==> src/rtl/vga_timing_controller.sv <==
// vga_timing_controller
// Pixel/line/frame counters that drive frame-buffer read strobes. A short
// pipeline carries sync and blanking information alongside each read, so the
// returning pixel data and the sync pulses leave the block on the same edge.

module vga_timing_controller #(
    parameter int H_VIS    = 640,
    parameter int H_FP     = 16,
    parameter int H_SYNC   = 96,
    parameter int H_BP     = 48,
    parameter int V_VIS    = 480,
    parameter int V_FP     = 10,
    parameter int V_SYNC   = 2,
    parameter int V_BP     = 33,
    parameter int CLK_DIV  = 2,
    parameter int COLOR_W  = 1,
    parameter int SYNC_POL = 0,
    localparam int AW      = $clog2(H_VIS * V_VIS)
) (
    input  logic                   Clock,
    input  logic                   Reset,
    input  logic                   Enable,
    input  logic [3*COLOR_W-1:0]   iPixel,
    output logic                   oReadEnable,
    output logic [AW-1:0]          oReadAddress,
    output logic                   oHorizontalSync,
    output logic                   oVerticalSync,
    output logic [COLOR_W-1:0]     oRed,
    output logic [COLOR_W-1:0]     oGreen,
    output logic [COLOR_W-1:0]     oBlue,
    output logic                   oFrameStart
);

    localparam int H_TOT = H_VIS + H_FP + H_SYNC + H_BP;
    localparam int V_TOT = V_VIS + V_FP + V_SYNC + V_BP;
    localparam int DW    = (CLK_DIV > 1) ? $clog2(CLK_DIV) : 1;
    localparam int HW    = (H_TOT > 1) ? $clog2(H_TOT) : 1;
    localparam int VW    = (V_TOT > 1) ? $clog2(V_TOT) : 1;
    localparam int PW    = 3 * COLOR_W;

    localparam logic [DW-1:0] D_LAST   = DW'(CLK_DIV - 1);
    localparam logic [HW-1:0] H_LAST   = HW'(H_TOT - 1);
    localparam logic [HW-1:0] H_VIS_L  = HW'(H_VIS);
    localparam logic [HW-1:0] HS_FIRST = HW'(H_VIS + H_FP);
    localparam logic [HW-1:0] HS_LAST  = HW'(H_VIS + H_FP + H_SYNC - 1);
    localparam logic [VW-1:0] V_LAST   = VW'(V_TOT - 1);
    localparam logic [VW-1:0] V_VIS_L  = VW'(V_VIS);
    localparam logic [VW-1:0] VS_FIRST = VW'(V_VIS + V_FP);
    localparam logic [VW-1:0] VS_LAST  = VW'(V_VIS + V_FP + V_SYNC - 1);
    localparam logic          SYNC_ON  = (SYNC_POL != 0);

    logic [DW-1:0] divCount;
    logic [HW-1:0] hCount;
    logic [VW-1:0] vCount;
    logic [AW-1:0] addrCount;

    logic pixelTick;
    logic lineEnd;
    logic frameEnd;
    logic visibleNow;
    logic strobeNow;
    logic firstPixelNow;
    logic hsNow;
    logic vsNow;

    // Stage 1 and 2 carry per-cycle timing info while the frame buffer answers.
    logic rd1, vis1, hs1, vs1, fs1;
    logic rd2, vis2, hs2, vs2, fs2;

    // Small return buffer: pixel data keeps arriving while the timing is frozen.
    logic [PW-1:0] pixBuf [2];
    logic          wrPtr;
    logic          rdPtr;
    logic [1:0]    pixCount;
    logic          rdPend;
    logic          pixPush;
    logic          pixPop;
    logic [PW-1:0] pixelNext;

    // Decode the current counter position into strobe, blanking and sync flags.
    always_comb begin
        pixelTick     = (divCount == D_LAST);
        lineEnd       = pixelTick && (hCount == H_LAST);
        frameEnd      = lineEnd && (vCount == V_LAST);
        visibleNow    = (hCount < H_VIS_L) && (vCount < V_VIS_L);
        strobeNow     = (divCount == '0) && visibleNow;
        firstPixelNow = (divCount == '0) && (hCount == '0) && (vCount == '0);
        hsNow         = (hCount >= HS_FIRST) && (hCount <= HS_LAST);
        vsNow         = (vCount >= VS_FIRST) && (vCount <= VS_LAST);
        pixPush       = rdPend;
        pixPop        = Enable && rd2;
        pixelNext     = (pixCount == 2'd0) ? iPixel : pixBuf[rdPtr];
    end

    // Divider, column and row counters advance only while enabled.
    always_ff @(posedge Clock) begin
        if (Reset) begin
            divCount <= '0;
            hCount   <= '0;
            vCount   <= '0;
        end else if (Enable) begin
            divCount <= pixelTick ? '0 : divCount + DW'(1);
            if (pixelTick) begin
                hCount <= lineEnd ? '0 : hCount + HW'(1);
            end
            if (lineEnd) begin
                vCount <= frameEnd ? '0 : vCount + VW'(1);
            end
        end
    end

    // Linear read address counts visible pixels and clears at the frame wrap.
    always_ff @(posedge Clock) begin
        if (Reset) begin
            addrCount <= '0;
        end else if (Enable) begin
            if (frameEnd) begin
                addrCount <= '0;
            end else if (strobeNow) begin
                addrCount <= addrCount + AW'(1);
            end
        end
    end

    // Registered read strobe and address; the strobe is forced low while frozen.
    always_ff @(posedge Clock) begin
        if (Reset) begin
            oReadEnable  <= 1'b0;
            oReadAddress <= '0;
        end else if (Enable) begin
            oReadEnable <= strobeNow;
            if (strobeNow) begin
                oReadAddress <= addrCount;
            end
        end else begin
            oReadEnable <= 1'b0;
        end
    end

    // Two pipeline stages that match the frame-buffer read latency.
    always_ff @(posedge Clock) begin
        if (Reset) begin
            {rd1, vis1, hs1, vs1, fs1} <= '0;
            {rd2, vis2, hs2, vs2, fs2} <= '0;
        end else if (Enable) begin
            rd1  <= strobeNow;
            vis1 <= visibleNow;
            hs1  <= hsNow;
            vs1  <= vsNow;
            fs1  <= firstPixelNow;
            rd2  <= rd1;
            vis2 <= vis1;
            hs2  <= hs1;
            vs2  <= vs1;
            fs2  <= fs1;
        end
    end

    // Return-buffer bookkeeping: data is valid the cycle after the memory saw a strobe.
    always_ff @(posedge Clock) begin
        if (Reset) begin
            rdPend   <= 1'b0;
            wrPtr    <= 1'b0;
            rdPtr    <= 1'b0;
            pixCount <= 2'd0;
        end else begin
            rdPend <= oReadEnable;
            if (pixPush) begin
                wrPtr <= ~wrPtr;
            end
            if (pixPop) begin
                rdPtr <= ~rdPtr;
            end
            case ({pixPush, pixPop})
                2'b10:   pixCount <= pixCount + 2'd1;
                2'b01:   pixCount <= pixCount - 2'd1;
                default: pixCount <= pixCount;
            endcase
        end
    end

    // Return-buffer storage needs no reset; occupancy tracking guards it.
    always_ff @(posedge Clock) begin
        if (pixPush) begin
            pixBuf[wrPtr] <= iPixel;
        end
    end

    // Output stage: colours, syncs and frame marker all change on the same edge.
    always_ff @(posedge Clock) begin
        if (Reset) begin
            oRed            <= '0;
            oGreen          <= '0;
            oBlue           <= '0;
            oHorizontalSync <= ~SYNC_ON;
            oVerticalSync   <= ~SYNC_ON;
            oFrameStart     <= 1'b0;
        end else if (Enable) begin
            oHorizontalSync <= hs2 ? SYNC_ON : ~SYNC_ON;
            oVerticalSync   <= vs2 ? SYNC_ON : ~SYNC_ON;
            oFrameStart     <= fs2;
            if (!vis2) begin
                {oRed, oGreen, oBlue} <= '0;
            end else if (rd2) begin
                {oRed, oGreen, oBlue} <= pixelNext;
            end
        end
    end

endmodule

==> config.mk <==
export PLATFORM = sky130hd
export DESIGN_NAME = vga_timing_controller
export DESIGN_NICKNAME = d
export VERILOG_FILES = /design/src/rtl/vga_timing_controller.sv
export SDC_FILE = /design/constraint.sdc
export NUM_CORES = 1
export LEC_CHECK = 0
export CORE_ASPECT_RATIO = 0.75
export CORE_MARGIN = 2
export CORE_UTILIZATION = 40
export CTS_CLUSTER_SIZE = 12
export DETAILED_ROUTE_END_ITERATION = 12
export PLACE_DENSITY = 0.59
export SLEW_MARGIN = 20
export SYNTH_ARGS = -nofsm -noshare
export SYNTH_HDL_FRONTEND = slang
export SYNTH_SLANG_ARGS = --single-unit
==> constraint.sdc <==
create_clock -name Clock -period 5.72 [get_ports Clock]
set_clock_uncertainty 0.05 [all_clocks]
set_input_delay 0.858 -clock Clock [delete_from_list [all_inputs] [get_ports Clock]]
set_output_delay 0.858 -clock Clock [all_outputs]
set_load 0.01 [all_outputs]
After elaboration in Yosys (flattened, before gate mapping)
Memory sizes are Yosys's and may differ from the RTL's. A register that Yosys moved wholly into a read port is not among the register bits.
Cells that the tools add are included.
{"block": "totals", "reg_bits": 81, "mem_bits_rw": 6, "inputBits": 6, "output_inout_bits": 26, "wordCells": 87, "mem_count": 1}
{"memory": "pixBuf", "depth": 2, "word_bits": 3, "rd": 1, "rd_ports_with_merged_regs": 1, "write_ports": 1, "line": "71", "source": "logic [PW-1:0] pixBuf [2];"}
{"block": "op_classes", "addsub": 6, "magnitude_cmp": 6, "n_eq_ne": 5, "mux": 19, "n_bitwise": 4, "reduce_logical": 20}
{"cell": "19-bit 2-to-1 mux", "n": 2}
{"cell": "10-bit by 1-bit adder with 10-bit output, second input constant", "n": 2}
{"cell": "10-bit equality test, second input constant", "n": 2}
{"cell": "10-bit logical NOT", "n": 2}
{"cell": "10-bit 2-to-1 mux", "n": 2}
{"cell": "19-bit by 1-bit adder with 19-bit output, second input constant", "n": 1}
{"cell": "1-bit 2-to-1 mux", "n": 13}
{"cell": "10-bit >= comparator, second input constant", "n": 1}
{"cell": "10-bit by 9-bit >= comparator with 1-bit output, second input constant", "n": 1}
{"cell": "10-bit <= comparator, second input constant", "n": 1}
{"cell": "10-bit by 9-bit <= comparator with 1-bit output, second input constant", "n": 1}
{"cell": "10-bit < comparator, second input constant", "n": 1}
{"cell": "10-bit by 9-bit < comparator with 1-bit output, second input constant", "n": 1}
{"cell": "2-bit AND reduction", "n": 5}
{"cell": "1-bit logical AND", "n": 9}
{"cell": "1-bit inverter", "n": 4}
{"cell": "2-bit case mux with 2 select lines", "n": 1}
{"cell": "2-bit nonzero test", "n": 2}
{"cell": "3-bit 2-to-1 mux", "n": 1}
{"cell": "2-bit by 1-bit adder with 2-bit output, second input constant", "n": 1}
{"cell": "2-bit by 1-bit equality test with 1-bit output, second input constant", "n": 1}
{"cell": "2-bit equality test, second input constant", "n": 1}
{"cell": "2-bit logical NOT", "n": 1}
{"cell": "2-bit != test, second input constant", "n": 1}
{"cell": "other kinds (3)", "n": 3}

Longest topological paths before layout
{"block": "logic_depth", "depth_word": 5, "mapped_depth": 8, "depth_no_buf": 7}

Worst setup path before layout
Ideal clock, no wire load.
{"block": "synth_path", "kind": "input-to-reg", "from": "input port Enable", "to": "register addrCount[11]", "setup_ns": 0.132, "t_arrival_ns": 1.954, "required_ns": 5.538, "setup_slack_ns": 3.584, "path_stages": 6, "path_buffers": 1, "path_cell_list": "nor3b_1 and3_1 buf_2 nand4_1 a211oi_1 a211oi_1"}
{"block": "synth_between", "elab_chain_cells": 1}
{"element": "start, declared", "line": "22", "source": "input logic Enable,"}
{"element": "2-bit AND reduction (no source line)"}
{"element": "end signal, assigned", "line": "120", "source": "addrCount <= addrCount + AW'(1);"}
{"element": "end, declared", "line": "55", "source": "logic [AW-1:0] addrCount;"}
No other way between the ends.
A chain may end at the register's enable or synchronous reset.

Final worst setup path
{"block": "layout_path", "from": "input port Enable", "to": "register addrCount[8]"}
Same word-level chain as after synthesis.

==> impl_metrics.toml <==
[die]
row_count = 30
start_util_pct = 41.3
io_pins = 32
die_y_um = 87.9
fp.dieArea_mm2 = 0.0102
die_w_um = 116
core_mm2 = 0.00908

[cts]
tritoncts = "done"
cts_resized = 0
clock-sinks = 88
cts_hold_buf = 0
root_buffer = "clkbuf_16"
path_clk_slew_ns = 0.06
cts_buffer_depth = 2
cts_made_buffers = 9
cts_setup_buffers = 0
htreeDepth = 3
clock_latency_ns = 0.33

[layout]
final_cell_mix = "dfxtp_1 (82), nand2_1 (65), a21oi_1 (44), nor2_1 (43), clkdlybuf4s50_1 (30)"
final_layout_size_suffix_gt1_share_pct = 5.21
nets = 468
fill_cells = 910
syn2layout_area_growth_pct = 17.5
antenna_cells = 0
final_common_cell = "dfxtp_1"

[outcome]
status = "finished, final reports clean"

[flow_run]
maxCapViolCount = 0

[power]
pwr-share-clk_pct = 42.1
power_mw = 1.21
peakVddDrop_uv = 197
p_comb_share_pct = 5.3
p_sw_mw = 0.270
power_switching_share_pct = 22.3
power.leakage_nw = 1.48
p_int_mw = 0.939
powerDensity_mw_per_mm2 = 274
pwr-share-seq_pct = 52.6

[setup_path]
worstSetupEndpointType = "register"
cp_max_fo = 29
cp_slowest_cell = "clkdlybuf4s50_1"
crit_required_ns = 5.86
criticalPathCategory = "primary input to register"
start_kind = "primary input"
crit_path_cell_trace = "clkdlybuf4s50_1 > buf_4 > nor3b_1 > and3_1 > buf_4 > nand4_1 > a211oi_1 > a211oi_1"
cp.arrival_ns = 3.00
critPathMaxStageDelay_ns = 0.45

[timing]
fin_tns_setup_ns = 0
period_needed_ns = 2.86
slew_viol_final = 0
tightest_slew_ns = 0.871
setup_viol = 0
hold_viol_final = 0
rsz0062_at_grt = "false"
timing.final.crit_share_pct = 50.0
slew_headroom_pct = 41.5
fmax_mhz = 350

[drt]
drt-total-wl_um = 7510
first_pass_iters = 4
drc = 0
wl_per_cell_um = 12.7
vias_per_cell = 5.05
drtIter0Drc = 176
antenna_left = 0
route.vias.total = 2976

[logic_synthesis]
netlist.area_leader.share_pct = 43.7
synth_area_mm2 = 0.00376
muxShareOfSynthArea_pct = 2.66
yosysWarnings = 0
ys_seq_area_share_pct = 48.5
ys_ff_latch = 88
synth_fa_ha_area_share_pct = 2.00
yosysTopAreaCell = "dfxtp_1"
synth_compound_area_share_pct = 12.3
avgSynthCellArea_um2 = 8.63
synth_xor_area_share_pct = 5.13
netlist_instances = 435
synthTopCellsByArea = "dfxtp_1 (44%), nand2_1 (6.5%), a21oi_1 (5.9%)"
synth_cell_types = 44
syn-num-nets = 447
synth-simple-area-share_pct = 25.7
synth_top_family_by_area = "simple AND/OR/NAND/NOR gates"

[hold_path]
hp-class = "register to register"

[global_route]
met2_usage_pct = 24.3
met1_usage_pct = 22.6
grt-ovfl-total = 0
grt_max_degree = 62
grt_use_met3_pct = 4.50
top_usage_layer = "met2"
grtUsageTotal_pct = 16.2
grt_pass1_vias = 2767
grt_pass1_wl_um = 13000
antenna_found_initial = 0

[placement]
port_buffers = 31
hpwl_um = 4980
globalplace.congestion = 0.778
==> logic make-up after synthesis <==
logic type,after synthesis
and+or+nand+nor,193
DFF,88
AOI/OAI and AO/OA,80
buffers and inverters,36
xor gates and xnor gates,22
muxes,10
adders and majority gates,6
==> per-stage QoR <==
| stage | hold slack (ns) | area [µm²] | setup WS [ns] | util [%] | cells |
|---|---|---|---|---|---|
| after floorplan | 0.390 | 3760 | 3.58 | - | 435 |
| after global placement | 0.393 | 4160 | 2.54 | 45.7 | 573 |
| after detailed placement | 0.398 | 4160 | 2.51 | 45.7 | 573 |
| after CTS | 0.406 | 4410 | 2.86 | 48.6 | 589 |
| after global routing | 0.420 | 4410 | 2.61 | 48.6 | 589 |
| final | 0.401 | 4410 | 2.86 | 48.6 | 589 |
==> power groups by stage <==
stage / registers [mW] / clock network (mW) / logic (mW)
floorplan: 0.649 / 0 / 0.0457
global placement: 0.649 / 0 / 0.0635
detailed placement: 0.649 / 0 / 0.0643
CTS: 0.636 / 0.525 / 0.0650
global route: 0.637 / 0.551 / 0.0728
finish: 0.636 / 0.510 / 0.0635
==> layer usage <==
metal,share of wire [%],wire [µm]
met1,51,3870
met2,44,3290
met3,3.6,272
met4,1.0,77
met5,0,0
==> worst paths after layout <==
| kind | start | endpoint | slack, ns | cells after the start |
|---|---|---|---|---|
| worst max register to register | addrCount[3] | addrCount[11] | 3.58 | 5 |
| worst min register to register | oGreen | oGreen | 0.40 | 2 |
| worst min-delay path | oGreen | oGreen | 0.40 | 2 |
| worst max-delay path | Enable | addrCount[8] | 2.86 | 8 |
==> cell type report <==
type,count,area (µm²),area share (%)
inverter,10,37.5,0.851
multi-input combinational,311,1790,40.6
clock inverter,5,23.8,0.539
tap,128,160,3.63
clock buffer,11,233,5.28
sequential,88,1820,41.3
timing repair buffer,36,343,7.77
==> registers in the layout, indices dropped and copies added (netlist names), 2 cells and up, named ones only <==
signal and flops:
pixCount 2, oReadAddress 19, vCount 10, addrCount 19
hCount 10, pixBuf 6
==> synthesized netlist by cell type <==
cell / count
a211oi_1: 5
a21o_1: 1
a21oi_1: 44
a21oi_2: 1
a22oi_1: 1
a311oi_1: 3
a31oi_1: 3
a41o_1: 1
a41oi_1: 1
and2_0: 1
and2_1: 3
and3_1: 10
and4_1: 1
buf_1: 3
buf_2: 5
clkbuf_1: 18
clkinv_1: 1
dfxtp_1: 82
edfxtp_1: 6
ha_1: 6
inv_1: 9
mux2i_1: 10
nand2_1: 65
nand2b_1: 4
nand3_1: 11
nand3b_1: 2
nand4_1: 20
nand4b_1: 5
nor2_1: 43
nor2b_1: 1
nor3_1: 5
nor3_4: 2
nor3b_1: 1
nor4_1: 4
nor4b_1: 1
o211ai_1: 3
o21ai_0: 14
o31ai_1: 3
or2_2: 3
or3_1: 9
or4_1: 1
or4_4: 1
xnor2_1: 5
xor2_1: 17
==> critical path, delay by kind of cell <==
| family | cells | cell delay, ns |
|---|---|---|
| compound gates | 2 | 0.36 |
| simple gates | 3 | 0.74 |
| buf+inv | 3 | 1.03 |
No activity file was read; power rests on OpenSTA's default activity.
